File: src/rtl/mux4_arb_pkg.sv
// Shared constants, FSM state type and the round-robin pick helper for mux4_rr_arbiter.
package mux4_arb_pkg;

   localparam int NUM_REQ = 4;
   localparam int SEL_W   = 2;

   typedef enum logic {
      IDLE = 1'b0,
      BUSY = 1'b1
   } state_t;

   // Returns {found, idx}. The scan runs from the farthest offset down to ptr itself,
   // so the requester closest to ptr (in wrap order) is the one that wins.
   function automatic logic [SEL_W:0] rr_pick(input logic [NUM_REQ-1:0] valid,
                                              input logic [SEL_W-1:0]   ptr);
      logic [SEL_W-1:0] idx;
      logic [SEL_W:0]   res;
      res = 3'b000;
      for (int k = NUM_REQ - 1; k >= 0; k--) begin
         idx = ptr + k[SEL_W-1:0];
         if (valid[idx]) begin
            res = {1'b1, idx};
         end else begin
            res = res;
         end
      end
      return res;
   endfunction

endpackage

File: src/rtl/mux4_word.sv
// Combinational 4:1 word multiplexer built from two levels of 2:1 selection.
module mux4_word
   import mux4_arb_pkg::*;
#(
   parameter int WIDTH = 8
) (
   input  logic [NUM_REQ*WIDTH-1:0] i_data,
   input  logic [SEL_W-1:0]         i_sel,
   output logic [WIDTH-1:0]         o_data
);

   logic [WIDTH-1:0] w_lo;
   logic [WIDTH-1:0] w_hi;

   assign w_lo   = i_sel[0] ? i_data[1*WIDTH +: WIDTH] : i_data[0*WIDTH +: WIDTH];
   assign w_hi   = i_sel[0] ? i_data[3*WIDTH +: WIDTH] : i_data[2*WIDTH +: WIDTH];
   assign o_data = i_sel[1] ? w_hi : w_lo;

endmodule

File: src/rtl/mux4_rr_arbiter.sv
// Round-robin arbiter sharing one 4:1 word mux, with a registered valid/ready output stage.
// Optional per-requester grant counters are enabled by defining MUX4_ARB_STATS_EN.
module mux4_rr_arbiter
   import mux4_arb_pkg::*;
#(
   parameter int WIDTH   = 8,
   parameter int RST_PTR = 0
) (
   input  logic                     clk,
   input  logic                     rst,
   input  logic [NUM_REQ-1:0]       req_valid,
   input  logic [NUM_REQ*WIDTH-1:0] req_data,
   output logic [NUM_REQ-1:0]       req_ready,
   output logic                     out_valid,
   input  logic                     out_ready,
   output logic [WIDTH-1:0]         out_data,
   output logic [SEL_W-1:0]         out_sel
`ifdef MUX4_ARB_STATS_EN
   ,
   input  logic                     stats_clr,
   output logic [NUM_REQ*16-1:0]    grant_cnt
`endif
);

   localparam logic [SEL_W-1:0] RST_PTR_L = RST_PTR[SEL_W-1:0];

   state_t             r_state;
   logic               r_out_valid;
   logic [WIDTH-1:0]   r_out_data;
   logic [SEL_W-1:0]   r_out_sel;
   logic [SEL_W-1:0]   r_ptr;

   logic               w_load;
   logic [SEL_W:0]     w_pick;
   logic               w_grant_en;
   logic [SEL_W-1:0]   w_grant;
   logic [WIDTH-1:0]   w_mux_data;

   // The output register can take a new word when empty or being drained this edge.
   assign w_load     = ~r_out_valid | out_ready;
   assign w_pick     = rr_pick(req_valid, r_ptr);
   assign w_grant    = w_pick[SEL_W-1:0];
   assign w_grant_en = w_load & w_pick[SEL_W] & ~rst;

   mux4_word #(.WIDTH(WIDTH)) u_mux (
      .i_data (req_data),
      .i_sel  (w_grant),
      .o_data (w_mux_data)
   );

   // One-hot handshake to the winning requester, only on a loading edge.
   always_comb begin
      req_ready = 4'b0000;
      if (w_grant_en) begin
         req_ready[w_grant] = 1'b1;
      end else begin
         req_ready = 4'b0000;
      end
   end

   // Control FSM and registered output stage.
   always_ff @(posedge clk or posedge rst) begin
      if (rst) begin
         r_state     <= IDLE;
         r_out_valid <= 1'b0;
         r_out_data  <= {WIDTH{1'b0}};
         r_out_sel   <= 2'b00;
         r_ptr       <= RST_PTR_L;
      end else begin
         case (r_state)
            IDLE: begin
               if (w_grant_en) begin
                  r_state     <= BUSY;
                  r_out_valid <= 1'b1;
                  r_out_data  <= w_mux_data;
                  r_out_sel   <= w_grant;
                  r_ptr       <= w_grant + 2'd1;
               end else begin
                  r_state     <= IDLE;
               end
            end
            BUSY: begin
               if (w_grant_en) begin
                  r_state     <= BUSY;
                  r_out_valid <= 1'b1;
                  r_out_data  <= w_mux_data;
                  r_out_sel   <= w_grant;
                  r_ptr       <= w_grant + 2'd1;
               end else if (out_ready) begin
                  r_state     <= IDLE;
                  r_out_valid <= 1'b0;
               end else begin
                  r_state     <= BUSY;
               end
            end
            default: begin
               r_state     <= IDLE;
               r_out_valid <= 1'b0;
            end
         endcase
      end
   end

   assign out_valid = r_out_valid;
   assign out_data  = r_out_data;
   assign out_sel   = r_out_sel;

`ifdef MUX4_ARB_STATS_EN
   logic [NUM_REQ-1:0][15:0] r_cnt;

   // Per-requester grant counters; a clear wins over a same-cycle increment.
   always_ff @(posedge clk or posedge rst) begin
      if (rst) begin
         r_cnt <= {(NUM_REQ*16){1'b0}};
      end else if (stats_clr) begin
         r_cnt <= {(NUM_REQ*16){1'b0}};
      end else if (w_grant_en) begin
         r_cnt[w_grant] <= r_cnt[w_grant] + 16'h0001;
      end else begin
         r_cnt <= r_cnt;
      end
   end

   assign grant_cnt = r_cnt;
`endif

endmodule

File: config.mk
export PLATFORM = sky130hd
export DESIGN_NAME = mux4_rr_arbiter
export DESIGN_NICKNAME = d
export VERILOG_FILES = /design/src/rtl/mux4_arb_pkg.sv /design/src/rtl/mux4_word.sv /design/src/rtl/mux4_rr_arbiter.sv
export SDC_FILE = /design/constraint.sdc
export NUM_CORES = 1
export LEC_CHECK = 0
export ABC_CLOCK_PERIOD_IN_PS = 2290
export CAP_MARGIN = 15
export CORE_MARGIN = 2
export CORE_UTILIZATION = 38
export DETAILED_ROUTE_END_ITERATION = 6
export PLACE_DENSITY = 0.88
export SYNTH_ARGS = -nofsm -noshare
export SYNTH_HDL_FRONTEND = slang
export SYNTH_HIERARCHICAL = 1
export SYNTH_SLANG_ARGS = --single-unit
File: constraint.sdc
create_clock -name clk -period 2.29 [get_ports clk]
set_input_delay 0.5725 -clock clk [delete_from_list [all_inputs] [get_ports clk]]
set_output_delay 0.5725 -clock clk [all_outputs]
set_load 0.05 [all_outputs]
======== After elaboration in Yosys (flattened, before gate mapping) ========
Index checks and enable logic that the tools add are counted.
operators by class
  add/subtract/negate cells ............... 4
  order comparisons ....................... 6
  eq/ne operators ......................... 2
  mux-type cells .......................... 29
  bitwise operators ....................... 6
  reductions and logical operators ........ 2
operator list
  operator               number
  $mux W8                4
  $lt A2 B3 Y1 const B   5
  $mux W3                4
  $mux W1                11
  $bmux W1 S2            4
  $add A2 B1 Y2 const B  2
  $add A2 B2 Y2 const B  2
  $mux W2                2
  $mux W4                1
  $pmux W1 S2            2
  $ne A3 B2 Y1 const B   1
  $not A1 Y1             3
  $and A1 B1 Y1          2
  $demux W1 S2           1
  $ge A2 B1 Y1 const B   1
  $ne A2 B2 Y1 const B   1
  $reduce_and A2 Y1      1
  $logic_and A1 B1 Y1    1
  $or A1 B1 Y1           1
word-level totals
  bits in registers ....................... 14
  input bits .............................. 39
  output and inout port bits .............. 15
  word-level logic and storage cells ...... 54

======== Depth between registers and ports, before layout ========
Gate-level depths: netlist of run 1.
  depth after elaboration ................. 12
  mapped depth ............................ 6
  mapped depth without buffers ............ 5

======== Modules after synthesis ========
Netlist of run 1, hierarchy kept.
by module, submodules not included
  module           instances  cells each  area each (um2)  seq. area each (um2)
  mux4_rr_arbiter  1          63          765.7            350.3
  mux4_word        1          10          196.4            0.0

======== Worst setup path before layout of run 1 ========
Ideal clock, no wire load.
  kind .................................... input to output
  start point ............................. input port req_valid[2]
  end point ............................... output port req_ready[1]
  arrival time ............................ 1.740 ns
  data required time ...................... 1.717 ns
  slack ................................... -0.023 ns
  stages .................................. 5
  buffers on the path ..................... 0
  path through ............................ nor2b_1 a221oi_1 or2_2 ha_1 and2_1
on the way
  word-level cells in the longest chain between the ends .. 11
  elaborated cells on any way between the ends .. 20
  those cells by class .................... order compare (2); mux (15); bitwise (2); reduce/logical (1)
RTL lines
  what                                                                       line                   source
  start, declared                                                            mux4_rr_arbiter.sv:11  input logic [NUM_REQ-1:0] req_valid,
  $bmux W1 S2                                                                mux4_arb_pkg.sv:21     if (valid[idx]) begin
  $mux W1 (implied by the code)                                              mux4_arb_pkg.sv:21
  $mux W3 (3 in a row)                                                       mux4_arb_pkg.sv:21
  $mux W3 *                                                                  mux4_arb_pkg.sv:21
  $lt A2 B3 Y1 (implied by the code) / $ge A2 B1 Y1 (equally long branches)  mux4_rr_arbiter.sv:55  req_ready[w_grant] = 1'b1;
  $logic_and A1 B1 Y1 (implied by the code)                                  mux4_rr_arbiter.sv:55
  $mux W1 (implied by the code)                                              mux4_rr_arbiter.sv:55
  $demux W1 S2                                                               mux4_rr_arbiter.sv:55
  $mux W4 *                                                                  mux4_rr_arbiter.sv:54  if (w_grant_en) begin
  end, declared                                                              mux4_rr_arbiter.sv:13  output logic [NUM_REQ-1:0] req_ready,
Every way passes the cells marked *; elsewhere a longest branch is shown, timed or not. The select of a mux whose other input is x is not followed.

======== Final worst setup path of run 1 ========
  start point ............................. register r_ptr[1]
  end point ............................... output port req_ready[2]
on the way
  word-level cells in the longest chain between the ends .. 12
  elaborated cells on any way between the ends .. 23
  those cells by class .................... add/sub (3); order compare (2); mux (15); bitwise (2); reduce/logical (1)
RTL lines
  what                                                                       line                   source
  start, declared                                                            mux4_rr_arbiter.sv:31  logic [SEL_W-1:0] r_ptr;
  start signal, assigned                                                     mux4_rr_arbiter.sv:77  r_ptr <= w_grant + 2'd1;
  start signal, assigned                                                     mux4_rr_arbiter.sv:88  r_ptr <= w_grant + 2'd1;
  $add A2 B2 Y2                                                              mux4_arb_pkg.sv:20     idx = ptr + k[SEL_W-1:0];
  $bmux W1 S2                                                                mux4_arb_pkg.sv:21
  $mux W1 (implied by the code)                                              mux4_arb_pkg.sv:21
  $mux W3 (3 in a row)                                                       mux4_arb_pkg.sv:21
  $mux W3 *                                                                  mux4_arb_pkg.sv:21
  $lt A2 B3 Y1 (implied by the code) / $ge A2 B1 Y1 (equally long branches)  mux4_rr_arbiter.sv:55
  $logic_and A1 B1 Y1 (implied by the code)                                  mux4_rr_arbiter.sv:55
  $mux W1 (implied by the code)                                              mux4_rr_arbiter.sv:55
  $demux W1 S2                                                               mux4_rr_arbiter.sv:55
  $mux W4 *                                                                  mux4_rr_arbiter.sv:54
Marked as above.

==> metrics.md, run 1 <==
| Metric | Value |
|---|---|
| Status | `complete, but fails checks` |
| Failing checks | `setup timing` |
| Post-route ant nets | `0` |
| Critical Path Stages | `6` |
| First-pass GRT wire length | `4.69 mm` |
| FF-to-FF setup slack | `240 ps` |
| Core ar. | `2430 sq um` |
| Final Core Density | `0.763` |
| Final GP Congestion | `0.732` |
| Buf/Inv on CP | `1` |
| Largest net degree at the start of global routing | `15` |
| Adder-cell share of the synthesized area | `0.0520` |
| Data required time of the critical path | `1720 ps` |
| CP Cell Sequence | `mux2i_1, nor2_2, or2_4, ha_4, and2_4, buf_12` |
| Final Hold Viols | `0` |
| # DRC | `0` |
| PD cells | `991 nW/um^2` |
| Vias | `944` |
| Max_cap viols | `0` |
| Fin crit period | `2340 ps` |
| Root Driver | `clkbuf_4` |
| Proportion of layout cells with a drive suffix above 1 | `0.490` |
| Leakage | `0.000781 uW` |
| Die ar. | `2950 sq um` |
| Initial antenna violation count | `0` |
| Period utilization | `1.02` |
| 1st-iter DRT viols | `5` |
| Setup crit start kind | `register` |
| Total Wirelength | `3.08 mm` |
| Simple-Gate Fraction of Synth Area | `0.121` |
| Worst path slowest cell | `dfrtp_2` |
| Reg clk slew, reported paths | `90 ps` |
| Syn_area_per_cell | `13.2 sq um` |
| Area leader, netlist | `dfrtp_1` |
| Vias per std cell | `5.33` |
| Clock power share | `0.098` |
| DP HPWL | `2.21 mm` |
| Global Route Usage Sum | `0.224` |
| Placed cell area | `1650 sq um` |
| NetSw | `805 uW` |
| # IOs | `54` |
| Combinational Power Share | `0.667` |
| Critical path class | `register to output pin` |
| Final antenna diode count | `0` |
| XOR/XNOR Fraction of Synth Area | `0` |
| Worst hold margin | `516 ps` |
| Cell-internal power | `1040 uW` |
| Synth unique cells | `24` |
| Sequential share of power | `0.234` |
| Seq/Total Area, Yosys | `0.364` |
| Clock sinks | `14` |
| Synth Register Bits | `14` |
| Worst Path Arrival | `1760 ps` |
| Die Wd | `54.3 um` |
| Setup Skew | `1.81 ps` |
| Router iterations before antenna repair | `3` |
| Worst Hold Path Cells | `1` |
| Avg WL per Cell | `17.4 um` |
| Port Buffers | `53` |
| Rel. slew slack | `0.645` |
| Multiplexer share of the synthesized area | `0.326` |
| Later-pin clock latency in the skew report | `280 ps` |
| Die Y | `54.3 um` |
| Compound-cell area share of the yosys netlist | `0.0923` |
| Row count | `18` |
| CP delay by family, top | `simple AND/OR/NAND/NOR gates` |
| Post-synthesis cell area | `962 sq um` |
| Cts bufs inserted | `3` |
| CTS H-tree depth | `1` |
| Initial Util | `0.396` |
| RSZ-0062 raised after global routing | `true` |
| Crit-path max FO | `5` |
| R2r startpoint | `r_ptr[1]` |
| Worst slack, placed | `-589 ps` |
| Final setup margin | `-45.1 ps` |
| Warnings, synthesis | `6` |
| HP Class | `register to register` |
| Area growth, synth to finish | `93.0%` |
| R2r worst-path depth | `6` |
| Peak VDD IR | `0.641 mV` |
| Least-Margin Pin Slew | `532 ps` |
| Switching Share | `0.437` |
| Post-Synthesis Cells | `73` |
| Share of Yosys cell area claimed by the top area cell type | `0.364` |
| CTS tree | `yes` |
| Final nets | `191` |
| Critical Path End | `req_ready[2]` |
| # setup viols final | `4` |
| Reg-to-reg endpoint | `out_data[7]` |
| Gr ovfl total | `0` |
| Vias in the first global route | `1029` |
| Final Slew Violations | `0` |
| Largest family of logic cells by synthesized area | `multiplexers` |
| Worst setup path startpoint | `r_ptr[1]` |
| Area contributors post-synth | `dfrtp_1, mux4_2, mux2_4` |
| Critical Path Max Stage Delay | `450 ps` |
| Synth Net Count | `116` |
| Final Cell Area | `1860 sq um` |
| CTS max path bufs | `2` |
| F_max | `0.428 GHz` |
| CP Capture Type | `output pin` |
[cells by family (layout without fill, tap and decap cells)]
logic type | after synthesis | count (layout)
multiplexers | 18 | 18
AND/OR/NAND/NOR | 18 | 18
flip-flops | 14 | 14
AO/OA/AOI/OAI | 12 | 12
buffers and inverters | 7 | 81
adder cells (fa/ha/maj) | 4 | 4
[final cells by class]
class                   count  area (sq um)
clock buffers               4          36.3
fillers                   151           576
inverters                   4          15.0
multi-input cells          52           687
flip-flops and latches     14           352
well taps                  30          37.5
repair buffers             73           729
[worst min path at each step]
stage                     slack, ps        start          end
after global routing            530  out_data[5]  out_data[5]
after global placement          480    out_valid    out_valid
final                           520  out_data[5]  out_data[5]
after CTS                       520  out_data[5]  out_data[5]
after detailed placement        500  out_data[5]  out_data[5]
after floorplan                 460          rst  out_data[0]
[per-stage QoR]
stage / std cells / power, uW / setup TNS (ps)
floorplan: 73 / 1110 / 0
global placement: 167 / 1480 / -6090
detailed placement: 167 / 1510 / -6620
CTS: 176 / 1800 / -67.7
global route: 177 / 1930 / -369
finish: 177 / 1840 / -140
[per-layer routing]
metal / routed length, um / vias to the layer above / track usage
met5: 0 / - / 0
met2: 1680 / 43 / 0.422
met4: 52 / 0 / 0.0750
met1: 1160 / 466 / 0.247
met3: 186 / 8 / 0.0464
li1: - / 427 / -
[cell usage in the layout (no fill, tap or decap)]
cell,n
dfrtp_1,13
clkbuf_4,3
buf_2,1
or2_4,2
buf_4,18
mux2_4,6
o21a_1,1
clkbuf_8,1
o31ai_1,5
nor3_2,1
a21boi_2,1
mux2_2,3
or3_1,1
buf_8,1
mux2i_1,1
o31a_1,1
o2bb2ai_2,1
clkdlybuf4s15_2,1
ha_4,3
nor2b_4,2
nor2_4,2
ha_1,1
inv_1,3
nor2_2,1
nand2_2,1
inv_2,1
buf_12,4
buf_6,3
dfrtp_2,1
clkdlybuf4s50_1,44
nor2b_2,1
nor4_4,1
nand2_1,2
o21ai_0,2
mux4_2,8
a221oi_4,1
dlygate4sd2_1,1
and2_4,4
[power groups by stage]
stage / clock network (uW) / logic, uW / registers (uW)
floorplan: 0 / 401 / 711
global placement: 0 / 1060 / 419
detailed placement: 0 / 1090 / 423
CTS: 178 / 1190 / 426
global route: 194 / 1290 / 441
finish: 181 / 1230 / 431
[cell usage after synthesis, drive strengths merged]
cell     instances
o21ai            2
nor3             1
or2              2
nor4             1
o2bb2ai          1
nor2b            3
dfrtp           14
mux4             8
clkbuf           1
a21boi           1
or3              1
o31ai            5
buf              2
nor2             3
mux2             9
mux2i            1
ha               4
o21a             1
a221oi           1
and2             4
nand2            3
inv              4
o31a             1
[repair_timing]
item	4_1_cts	5_1_grt
endpoints found under the hold margin	0	0
pin swaps	9	6
setup endpoints to repair	12	4
gates resized for setup	47	5
hold buffers	0	0
setup buffers	5	1
[state kept, by name, summed over array words and instances (netlist names)]
register,cells
out_data,8
r_ptr,2
out_sel,2
out_valid,1
r_state,1
Note: power is estimated with default switching activity, not from simulation.
==> inputs of run 2 (changes only) <==
Settings changed: ABC_CLOCK_PERIOD_IN_PS 2290 to default, CORE_UTILIZATION 38 to 34, PLACE_DENSITY 0.88 to 0.83.
Clock period 2.29 ns to 2 ns, I/O delays scaled along.
==> metrics.md, run 2 (same netlist as run 1, synthesis figures left out) <==
| Metric | Value |
|---|---|
| Final antenna diode count | `0 (unchanged)` |
| Vias in the first global route | `998 (-3.0%)` |
| Root Driver | `clkbuf_4` |
| Die Y | `57.2 um (+5.3%)` |
| Status | `complete, but fails checks` |
| Leakage | `0.000807 uW (+3.3%)` |
| Fillers | `192 (+27%)` |
| Port Buffers | `53 (unchanged)` |
| Final Slew Violations | `0 (unchanged)` |
| First-pass GRT wire length | `4.52 mm (-3.5%)` |
| Max_cap viols | `0 (unchanged)` |
| Initial antenna violation count | `0 (unchanged)` |
| Reg clk slew, reported paths | `80 ps (about the same)` |
| Crit-path max FO | `4 (-1)` |
| Area growth, synth to finish | `95.6%` |
| DP HPWL | `2.14 mm (-3.3%)` |
| Final Hold Viols | `0 (unchanged)` |
| Die Wd | `57.2 um (+5.3%)` |
| Row count | `19 (+1)` |
| Final setup margin | `-260 ps (-215 ps)` |
| Clock sinks | `14 (unchanged)` |
| Later-pin clock latency in the skew report | `280 ps (about the same)` |
| Post-route ant nets | `0 (unchanged)` |
| Die ar. | `3270 sq um (+11%)` |
| Avg WL per Cell | `15.9 um (-8.3%)` |
| Least-Margin Pin Slew | `538 ps (+5.51 ps)` |
| # IOs | `54 (unchanged)` |
| Final nets | `195 (+2.1%)` |
| Setup crit start kind | `input port` |
| Most common cell after layout, fill and taps aside | `clkdlybuf4s50_1` |
| Largest net degree at the start of global routing | `15 (unchanged)` |
| Period utilization | `1.13` |
| Router iterations before antenna repair | `4 (+1)` |
| Worst hold margin | `525 ps (+8.51 ps)` |
| Setup Skew | `7.85 ps (+6.04 ps)` |
| Worst path slowest cell | `clkdlybuf4s15_2` |
| F_max | `0.442 GHz` |
| Failing checks | `setup timing` |
| 1st-iter DRT viols | `26 (+21)` |
| CP Cell Sequence | `clkdlybuf4s15_2, a21boi_2, o2bb2ai_2, nor2_2, buf_6, ha_4, and2_4, buf_12` |
| RSZ-0062 raised after global routing | `true` |
| # DRC | `0 (unchanged)` |
| CTS H-tree depth | `1 (unchanged)` |
| PD cells | `1140 nW/um^2 (+15%)` |
| Worst Path Arrival | `1760 ps (about the same)` |
| # setup viols final | `12 (+8)` |
| Fin crit period | `2260 ps` |
| HP Class | `register to register` |
| Most frequent cells in the layout | `clkdlybuf4s50_1, buf_4, dfrtp_1` |
| Data required time of the critical path | `1500 ps (-220 ps)` |
| Global Route Usage Sum | `0.182 (-0.0426)` |
| Total Wirelength | `2.90 mm (-5.8%)` |
| Vias | `934 (-1.1%)` |
| CTS tree | `yes` |
| Peak VDD IR | `0.889 mV (+39%)` |
| Rel. slew slack | `0.641 (-0.00367)` |
| Initial Util | `0.355 (-0.0405)` |
| Critical Path Max Stage Delay | `230 ps (-220 ps)` |
| Gr ovfl total | `0 (unchanged)` |
| Proportion of layout cells with a drive suffix above 1 | `0.563 (+0.0731)` |
| Final GP Congestion | `0.784 (+7.1%)` |
| Vias per std cell | `5.13 (-3.8%)` |
| Cts bufs inserted | `3 (unchanged)` |
| Core ar. | `2710 sq um (+11%)` |
| CP Capture Type | `output pin` |
| Final Core Density | `0.694 (-0.0690)` |
| CTS max path bufs | `2 (unchanged)` |
| Critical path class | `input port to output pin` |
| Max FFs per register | `8 (unchanged)` |
-- run 2: per-stage QoR --
stage	cell area (sq um)	total power, uW	setup slack, ps	instances	setup TNS, ps
2_1_floorplan	976	1280	-20.9	73	-178
3_3_place_gp	1660	1700	-622	169	-7510
3_5_place_dp	1660	1730	-679	169	-8320
4_1_cts	1820	2050	-241	179	-1360
5_1_grt	1880	2270	-319	182	-3200
6_report	1880	2150	-260	182	-2300
-- run 2: repair_timing --
item,CTS,global route
gates resized for setup,36,11
pin swaps,8,3
setup endpoints to repair,13,12
setup buffers,7,4
hold buffers,0,0
-- run 2: worst paths after layout --
check,startpoint,to,slack (ps),cells after the start
min,out_data[1],out_data[1],520,1
min reg2reg,out_data[1],out_data[1],520,1
max,req_valid[1],req_ready[3],-260,8
min in group asynchronous,rst,out_sel[0],800,3
max in group asynchronous,rst,out_valid,800,3
max reg2reg,r_ptr[1],out_data[1],-140,8
-- run 2: per-layer routing --
layer | GRT usage | up-vias | wire [um]
met5 | 0 | - | 0
met4 | 0.0698 | 0 | 50
met3 | 0.0590 | 6 | 219
met2 | 0.330 | 49 | 1550
met1 | 0.194 | 448 | 1080
li1 | - | 431 | -
-- run 2: power breakdown --
group	total [uW]	leakage, uW	internal (uW)	switching, uW
registers	495	0.000161	402	93.5
clock network	204	0.0000210	111	93.2
logic	1450	0.000625	707	743
-- run 2: critical path, delay by kind of cell --
| family | cells | cell delay (ps) |
|---|---|---|
| AO/OA/AOI/OAI | 2 | 370 |
| adder cells (fa/ha/maj) | 1 | 150 |
| buffers and inverters | 3 | 510 |
| AND/OR/NAND/NOR | 2 | 230 |
-- run 2: area by class of cell --
class	instances	area, sq um	area share
Inverter	4	15.0	0.00798
Timing Repair Buffer	77	739	0.393
Sequential cell	14	353	0.188
Tap cell	31	38.8	0.0206
Multi-Input combinational cell	52	699	0.372
Clock buffer	4	36.3	0.0193
==> inputs of run 3 (changes only) <==
Settings changed: PLACE_DENSITY 0.83 to 0.84.
==> metrics.md, run 3 (same netlist as run 1, synthesis figures left out) <==
| Metric | Value |
|---|---|
| Buf/Inv on CP | `1 (-2)` |
| Vias | `910 (-2.6%)` |
| Final GP Congestion | `0.758 (-3.4%)` |
| Cts bufs inserted | `3 (unchanged)` |
| Row count | `19 (unchanged)` |
| Leakage | `0.000790 uW (-2.2%)` |
| Least-Margin Pin Slew | `538 ps (+0.467 ps)` |
| Port Buffers | `53 (unchanged)` |
| Core ar. | `2710 sq um (unchanged)` |
| CP Cell Sequence | `a21boi_2, o2bb2ai_4, or2_4, ha_4, and2_4, buf_12` |
| Later-pin clock latency in the skew report | `290 ps (about the same)` |
| Die ar. | `3270 sq um (unchanged)` |
| Global Route Usage Sum | `0.185 (+0.00307)` |
| Area growth, synth to finish | `91.4%` |
| Cts hold-fix bufs | `0 (unchanged)` |
| Worst slack, placed | `-771 ps (-92.6 ps)` |
| Final setup margin | `-293 ps (-33.1 ps)` |
| Max FFs per register | `8 (unchanged)` |
| CTS tree | `yes` |
| CP Capture Type | `output pin` |
| Vias in the first global route | `1025 (+2.7%)` |
| Worst path slowest cell | `dfrtp_2` |
| Setup Skew | `11.9 ps (+4.08 ps)` |
| Router iterations before antenna repair | `4 (unchanged)` |
| Clock sinks | `14 (unchanged)` |
| Root Driver | `clkbuf_4` |
| Status | `complete, but fails checks` |
| Final nets | `190 (-2.6%)` |
| Data required time of the critical path | `1500 ps (about the same)` |
| Max_cap viols | `0 (unchanged)` |
| Rel. slew slack | `0.641 (about the same)` |
| Initial Util | `0.355 (unchanged)` |
| Most common cell after layout, fill and taps aside | `clkdlybuf4s50_1` |
| Critical Path Max Stage Delay | `460 ps (+230 ps)` |
| 1st-iter DRT viols | `23 (-12%)` |
| Total negative slack | `-1160 ps (+1140 ps)` |
| Proportion of layout cells with a drive suffix above 1 | `0.541 (-0.0218)` |
| Gr ovfl total | `0 (unchanged)` |
| # setup viols final | `7 (-5)` |
| RSZ-0062 raised after global routing | `true` |
| Most frequent cells in the layout | `clkdlybuf4s50_1, buf_4, dfrtp_1` |
| Final Hold Viols | `0 (unchanged)` |
| Setup crit start kind | `register` |
| Total Wirelength | `2.67 mm (-7.9%)` |
| Final Slew Violations | `0 (unchanged)` |
| Vias per std cell | `5.14 (+0.18%)` |
| Crit-path max FO | `5 (+1)` |
| Initial antenna violation count | `0 (unchanged)` |
| Period utilization | `1.15 (+0.0165)` |
| DP HPWL | `2.12 mm (-0.53%)` |
| First-pass GRT wire length | `4.53 mm (+0.31%)` |
| Fillers | `192 (unchanged)` |
| Fin crit period | `2290 ps (+33.1 ps)` |
| Die Y | `57.2 um (unchanged)` |
| # DRC | `0 (unchanged)` |
| CTS H-tree depth | `1 (unchanged)` |
| Largest net degree at the start of global routing | `15 (unchanged)` |
| Critical path class | `register to output pin` |
| Avg WL per Cell | `15.1 um (-5.3%)` |
| PD cells | `1130 nW/um^2 (-1.2%)` |
| HP Class | `register to register` |
| F_max | `0.436 GHz (-1.4%)` |
| Die Wd | `57.2 um (unchanged)` |
| Post-route ant nets | `0 (unchanged)` |
| CTS max path bufs | `2 (unchanged)` |
| Final antenna diode count | `0 (unchanged)` |
| CP delay by family, top | `flip-flops` |
| # IOs | `54 (unchanged)` |
| Worst hold margin | `519 ps (-5.86 ps)` |
| Failing checks | `setup timing` |
| Peak VDD IR | `1.18 mV (+32%)` |
| Worst Path Arrival | `1790 ps (+30 ps)` |
| Reg clk slew, reported paths | `90 ps (about the same)` |
==> run 3: repair_timing <==
item	4_1_cts	5_1_grt
setup endpoints to repair	13	13
gates resized for setup	36	6
pin swaps	9	4
setup buffers	4	3
cloned	0	0
==> run 3: cell type report <==
| class | count | area (sq um) | area share |
|---|---|---|---|
| well taps | 31 | 38.8 | 0.0211 |
| flip-flops and latches | 14 | 353 | 0.192 |
| repair buffers | 72 | 698 | 0.379 |
| inverters | 4 | 15.0 | 0.00815 |
| multi-input cells | 52 | 701 | 0.380 |
| clock buffers | 4 | 36.3 | 0.0197 |
==> run 3: metal layers <==
layer | track usage | up-vias | share of wire
met1 | 0.203 | 432 | 0.37
met5 | 0 | - | 0
met4 | 0.0897 | 0 | 0.021
met2 | 0.332 | 53 | 0.53
li1 | - | 420 | -
met3 | 0.0431 | 5 | 0.077
==> run 3: worst paths after layout <==
check / endpoint / from / cells after the start / slack (ps)
worst min register to register: out_sel[1] / out_sel[1] / 2 / 520
max in group asynchronous: out_valid / rst / 3 / 810
worst min-delay path: out_sel[1] / out_sel[1] / 2 / 520
min in group asynchronous: out_sel[1] / rst / 3 / 790
worst max-delay path: req_ready[0] / r_ptr[1] / 6 / -290
worst max register to register: out_data[0] / r_ptr[1] / 6 / -10
==> run 3: per-stage QoR <==
step,util,std cells,instance area (sq um),power [uW]
finish,0.680,177,1840,2080
global route,0.680,177,1840,2190
CTS,0.663,175,1800,2050
detailed placement,0.604,168,1640,1720
global placement,0.604,168,1640,1680
floorplan,-,73,976,1280
==> run 3: power by group <==
group          switching (uW)  internal, uW  leakage, uW
sequential               91.9           402     0.000161
clock                    96.4           111    0.0000210
combinational             725           652     0.000608
total                     913          1160     0.000790
==> run 3: worst min-delay path: cells and delay by family (launching register included) <==
family / cells / cell delay (ps)
compound gates: 2 / 130
flops: 1 / 360
